File: config.mk
export PLATFORM = sky130hd
export DESIGN_NAME = id_scoreboard
export DESIGN_NICKNAME = d
export VERILOG_FILES = /design/src/rtl/id_pkg.sv /design/src/rtl/sb_fwd_mux.sv /design/src/rtl/id_scoreboard.sv
export SDC_FILE = /design/constraint.sdc
export NUM_CORES = 2
export LEC_CHECK = 0
export BUFFER_PORTS_ARGS = -buffer_cell sky130_fd_sc_hd__buf_4
export CAP_MARGIN = 20
export CELL_PAD_IN_SITES_DETAIL_PLACEMENT = 1
export CELL_PAD_IN_SITES_GLOBAL_PLACEMENT = 1
export CORE_UTILIZATION = 45
export DETAILED_ROUTE_END_ITERATION = 6
export PLACE_DENSITY_LB_ADDON = 0.1
export SYNTH_ARGS = -nofsm -noshare
export SYNTH_HDL_FRONTEND = slang
export SYNTH_HIERARCHICAL = 1
export SYNTH_SLANG_ARGS = --single-unit
File: constraint.sdc
create_clock -name clk -period 40.1 [get_ports clk]
set_input_delay 4.01 -clock clk [delete_from_list [all_inputs] [get_ports clk]]
set_output_delay 4.01 -clock clk [all_outputs]
set_load 0.03 [all_outputs]
File: src/rtl/id_pkg.sv
// id_pkg: shared default sizing for the ID-stage scoreboard
package id_pkg;
  localparam int DEF_REG_SZ = 32;
  localparam int DEF_NREG   = 32;
  localparam int DEF_NWB    = 2;
  localparam int DEF_NSRC   = 3;
  localparam int DEF_CNT_W  = 2;
  localparam int DEF_IDX_W  = $clog2(DEF_NREG);
endpackage

File: src/rtl/sb_fwd_mux.sv
// sb_fwd_mux: per-source writeback bypass and readiness
module sb_fwd_mux
  import id_pkg::*;
#(
  parameter int REG_SZ = DEF_REG_SZ,
  parameter int IDX_W  = DEF_IDX_W,
  parameter int CNT_W  = DEF_CNT_W,
  parameter int NWB    = DEF_NWB
) (
  input  logic [IDX_W-1:0]      i_idx,
  input  logic                  i_use,
  input  logic [CNT_W-1:0]      i_cnt,
  input  logic [REG_SZ-1:0]     i_rval,
  input  logic [NWB-1:0]        i_wb_valid,
  input  logic [NWB*IDX_W-1:0]  i_wb_idx,
  input  logic [NWB*REG_SZ-1:0] i_wb_val,
  output logic                  o_ready,
  output logic [REG_SZ-1:0]     o_val
);
  logic              w_hit;
  logic [REG_SZ-1:0] w_fwd;
  // pick the highest-numbered valid writeback hitting this source, else the stored value
  always_comb begin
    w_hit = 1'b0;
    w_fwd = i_rval;
    for (int k = 0; k < NWB; k++)
      if (i_wb_valid[k] && i_wb_idx[k*IDX_W+:IDX_W] == i_idx) begin
        w_hit = 1'b1;
        w_fwd = i_wb_val[k*REG_SZ+:REG_SZ];
      end
  end
  assign o_val   = i_idx == '0 ? '0 : w_fwd;
  assign o_ready = !i_use || i_idx == '0 || i_cnt == '0 || (i_cnt == CNT_W'(1) && w_hit);
endmodule

File: src/rtl/id_scoreboard.sv
// id_scoreboard: register pending-writer tracking with writeback forwarding
module id_scoreboard
  import id_pkg::*;
#(
  parameter int REG_SZ = DEF_REG_SZ,
  parameter int NREG   = DEF_NREG,
  parameter int NWB    = DEF_NWB,
  parameter int NSRC   = DEF_NSRC,
  parameter int CNT_W  = DEF_CNT_W,
  localparam int IDX_W = $clog2(NREG)
) (
  input  logic                   clk,
  input  logic                   rst,
  input  logic                   iss_valid,
  output logic                   iss_ready,
  input  logic [IDX_W-1:0]       iss_rd,
  input  logic                   iss_rd_we,
  input  logic [NSRC*IDX_W-1:0]  src_idx,
  input  logic [NSRC-1:0]        src_use,
  output logic [NSRC*REG_SZ-1:0] src_val,
  input  logic [NWB-1:0]         wb_valid,
  input  logic [NWB*IDX_W-1:0]   wb_idx,
  input  logic [NWB*REG_SZ-1:0]  wb_val,
  output logic [NREG-1:0]        busy,
  output logic                   err,
  output logic [15:0]            stall_cnt
);
  logic [CNT_W-1:0]  r_cnt [NREG];
  logic [REG_SZ-1:0] r_val [NREG];
  logic              r_err;
  logic [15:0]       r_stall;
  logic [CNT_W-1:0]  w_cnt_nx [NREG];
  logic [REG_SZ-1:0] w_val_nx [NREG];
  logic [NREG-1:0]   w_ue;
  logic [NSRC-1:0]   w_rdy;
  logic              w_fire;
  for (genvar j = 0; j < NSRC; j++) begin : g_src
    sb_fwd_mux #(.REG_SZ(REG_SZ), .IDX_W(IDX_W), .CNT_W(CNT_W), .NWB(NWB)) u_fwd (
      .i_idx      (src_idx[j*IDX_W+:IDX_W]),
      .i_use      (src_use[j]),
      .i_cnt      (r_cnt[src_idx[j*IDX_W+:IDX_W]]),
      .i_rval     (r_val[src_idx[j*IDX_W+:IDX_W]]),
      .i_wb_valid (wb_valid),
      .i_wb_idx   (wb_idx),
      .i_wb_val   (wb_val),
      .o_ready    (w_rdy[j]),
      .o_val      (src_val[j*REG_SZ+:REG_SZ])
    );
  end
  assign iss_ready = &w_rdy && !(iss_rd_we && iss_rd != '0 && r_cnt[iss_rd] == '1);
  assign w_fire    = iss_valid && iss_ready;
  for (genvar g = 0; g < NREG; g++) begin : g_reg
    logic [CNT_W:0]    w_t;
    logic [CNT_W-1:0]  w_d;
    logic              w_u;
    logic [REG_SZ-1:0] w_v;
    // next count = count + issue - hits (floored); underflow when hits exceed the old count
    always_comb begin
      w_t = {1'b0, r_cnt[g]} + {{CNT_W{1'b0}}, w_fire && iss_rd_we && g != 0 && iss_rd == IDX_W'(g)};
      w_d = r_cnt[g];
      w_u = 1'b0;
      w_v = r_val[g];
      for (int k = 0; k < NWB; k++)
        if (g != 0 && wb_valid[k] && wb_idx[k*IDX_W+:IDX_W] == IDX_W'(g)) begin
          w_v = wb_val[k*REG_SZ+:REG_SZ];
          w_t = w_t == '0 ? w_t : w_t - (CNT_W+1)'(1);
          w_u = w_u | (w_d == '0);
          w_d = w_d == '0 ? w_d : w_d - CNT_W'(1);
        end
    end
    assign w_cnt_nx[g] = w_t[CNT_W-1:0];
    assign w_val_nx[g] = w_v;
    assign w_ue[g]     = w_u;
    assign busy[g]     = r_cnt[g] != '0;
  end
  // commit register state, sticky underflow flag and saturating stall counter
  always_ff @(posedge clk or posedge rst) begin
    if (rst) begin
      for (int r = 0; r < NREG; r++) begin
        r_cnt[r] <= '0;
        r_val[r] <= '0;
      end
      r_err   <= 1'b0;
      r_stall <= '0;
    end else begin
      for (int r = 0; r < NREG; r++) begin
        r_cnt[r] <= w_cnt_nx[r];
        r_val[r] <= w_val_nx[r];
      end
      r_err   <= r_err | (|w_ue);
      r_stall <= (iss_valid && !iss_ready && r_stall != 16'hFFFF) ? r_stall + 16'd1 : r_stall;
    end
  end
  assign err       = r_err;
  assign stall_cnt = r_stall;
endmodule
==> metrics.csv <==
stage;metric;value;unit
status;status;finished, final reports clean;
yosys;EDFF count, synth;0;
worst_hold_path;HP Class;reg -> reg;
drt;detailed-route wire length per cell;40.58;µm
yosys;most frequent cell after synthesis;dfrtp_1;
yosys;Yosys top cell by area;dfrtp_1;
yosys;YS warnings;6;
setup_path;Worst EP arrival;8.53;ns
cts;Clk pin slew, worst setup/hold paths;0.05;ns
yosys;commonest register cell after synthesis;dfrtp_1;
cts;postcts setup bufs;0;
placement;PortBufs;247;
yosys;syn nets;8085;
drt;routed vias/inst;7.363;
sta;measured slew at the worst slew-check pin;1.233;ns
setup_path;R2R Setup Slk;33.79;ns
yosys;Post-synth ARST share;100.0;%
drt;initial DRC count;10120;
yosys;Seq/Total Area, Yosys;32.23;%
sta;final setup vio count;0;
cts;cts repair resizes;0;
sta;endpoints failing hold;0;
yosys;Seq cells post-synth;1071;
global_route;initial antenna violation count;21;
cells_and_area;layout cell share with drive strength beyond 1;26.50;%
global_route;pin count of the biggest net entering global routing;163;
setup_path;Max FO, Critical Path;108;
yosys;post-synthesis cell count;7826;
floorplanning;Initial Util;45.38;%
drt;number of antenna-violating nets in the routed design;0;
drt;routed vias;74060;
sta;clk_skew;0.03168;ns
drt;First-pass DRT Iterations;6;
sta;Max Clk Rate;79.76;MHz
pwr;Leak Pwr;0.03819;µW
yosys;post-synthesis cell type count;63;
cells_and_area;area grow syn2layout;9.904;%
pwr;Max VDD drop;0.04624;mV
worst_hold_path;hold depth;1;
cells_and_area;Sequential cell area;26800;µm²
setup_path;Critical R2R Launch;r_cnt[28];
worst_hold_path;HP Start;stall_cnt[7];
setup_path;Worst Reg-to-Reg Cells;20;
setup_path;Setup CP Type;in -> out;
setup_path;reg-to-reg endpoint;r_cnt[13];
pwr;pwr dens;53.96;nW/µm²
yosys;xor/xnor share of the synthesized area;1.453;%
floorplanning;die height;431.9;µm
cts;Longest Clk Path Bufs;3;
setup_path;Crit path max-delay family;buffers and inverters;
setup_path;CP Capture Type;output port;
floorplanning;core area;183300;µm²
worst_hold_path;Worst Hold End;stall_cnt[7];
placement;GP Congestion;0.9063;
yosys;main combinational cell family by area after synthesis;multiplexers;
setup_path;Max stage delay on crit path;0.88;ns
sta;worst hold margin;0.5018;ns
cells_and_area;nets@finish;7742;
setup_path;Critical Path RT;36.09;ns
yosys;simple-gate share of the synthesized area;10.33;%
cts;TritonCTS clock tree;done;
setup_path;CP max-delay cell;buf_4;
drt;DRC Markers;0;
floorplanning;Die ar.;186500;µm²
sta;Tmin final;12.54;ns
cells_and_area;post-route design area;91400;µm²
cells_and_area;final core utilization;49.87;%
placement;dpl hpwl;231600;µm
pwr;power consumption;4932;µW
placement;Area after DPL;86650;µm²
cts;CTS root buf;clkbuf_16;
yosys;Cell Area, Synth;83160;µm²
yosys;compound-cell area share of the yosys netlist;10.64;%
floorplanning;I/O pin total;249;
cts;H-Tree Depth;4;
cts;CTS buffer count;138;
floorplanning;num rows;157;
yosys;Synth Area in Adders;2.552;%
sta;TNS Setup;0;ns
setup_path;WP buf/inv;4;
yosys;Post-synth top cells;dfrtp_1, mux4_2, nand2_1;
cts;worst skew pair latency;0.81;ns
sta;Slew Viols, Final;0;
cells_and_area;Multi-input gate area;52970;µm²
sta;crit share post-route;31.27;%
sta;Slew HR;17.61;%
yosys;Synth top area share;32.23;%
cts;# clock sinks;1071;
global_route;vias in the first global route;75010;
global_route;total track usage;43.58;%
setup_path;Startpoint Class;primary input;
yosys;mux contribution to synthesized area;38.00;%
yosys;synth top area cells;dfrtp_1, mux4_2, mux2i_1;
cells_and_area;# fillers;19280;
sta;RSZ-0062 raised after global routing;false;
global_route;total grt overflow;0;
job;max-capacitance violation count;0;
global_route;first-pass GRT wire length;574800;µm
yosys;average size of a mapped cell;10.63;µm²
cts;hold buffers post-CTS;0;
floorplanning;Die W;431.9;µm
setup_path;worst-path cell chain;buf_8, buf_4, buf_12, mux4_2, mux4_2, mux2_2, o21ai_0, a311oi_2, buf_4;
drt;Post-Route WL;408200;µm
-- worst max-delay path by stage --
stage,cells past startpoint,slack [ns],endpoint,from
3_3_place_gp,9,27.59,src_val[63],src_idx[5]
6_report,9,27.56,src_val[19],src_idx[0]
4_1_cts,9,27.58,src_val[19],src_idx[0]
5_1_grt,9,27.40,src_val[19],src_idx[0]
3_5_place_dp,9,27.59,src_val[19],src_idx[0]
2_1_floorplan,1,5.94,err,rst
-- through the flow --
step / cells / setup WS [ns]
finish: 10060 / 27.56
global route: 10050 / 27.40
CTS: 10050 / 27.58
detailed placement: 9804 / 27.59
global placement: 9802 / 27.59
floorplan: 7826 / 5.941
-- metal layers --
layer  up-vias  GRT usage, %  routed length, µm
li1      28580             -                  -
met1     38500         55.28             148400
met2      5367         63.93             177600
met3      1592         12.51              47810
met4        16         31.03              34330
met5         -             0                109
-- state kept, by name, indices dropped and copies added (netlist names) --
signal and flops:
r_val 992, r_cnt 62, stall_cnt 16, err 1
-- layout make-up --
class / count / area share (%)
tap: 2464 / 3.373
multi-input combinational: 5733 / 57.96
clock inverter: 31 / 0.4216
timing repair buffer: 440 / 3.833
sequential: 1071 / 29.32
antenna: 7 / 0.01917
clock buffer: 214 / 4.660
inverter: 99 / 0.4148
-- where the power goes --
part	internal, µW	total, µW	switching (µW)
sequential	1380	1790	404
combinational	943	1830	890
clock	774	1310	540
-- cells in the final DEF (no fill, tap or decap), drive strengths merged, types with 8 or more instances in the layout --
cell type and instances:
o22ai 10, nand2 874, nor2 745, a311oi 96, nor3 111, o2111ai 8, xnor2 96, nand3 23
a31oi 232, nand4 132, mux4 930, nor2b 18, mux2 214, nor4 16, nand2b 10, clkbuf 214
and2 10, mux2i 823, inv 102, a22o 101, maj3 17, or2 35, dfrtp 1071, ha 156
a21oi 489, xor2 42, buf 440, and3 40, clkinv 17, o21ai 449
-- cells by family after synthesis --
logic type | Yosys count
flops | 1071
mux | 1967
compound gates | 1417
xor+xnor | 138
other cells | 1
buf+inv | 1022
simple gates | 2037
fa+ha+maj | 173
Note: power is estimated with default switching activity, not from simulation.
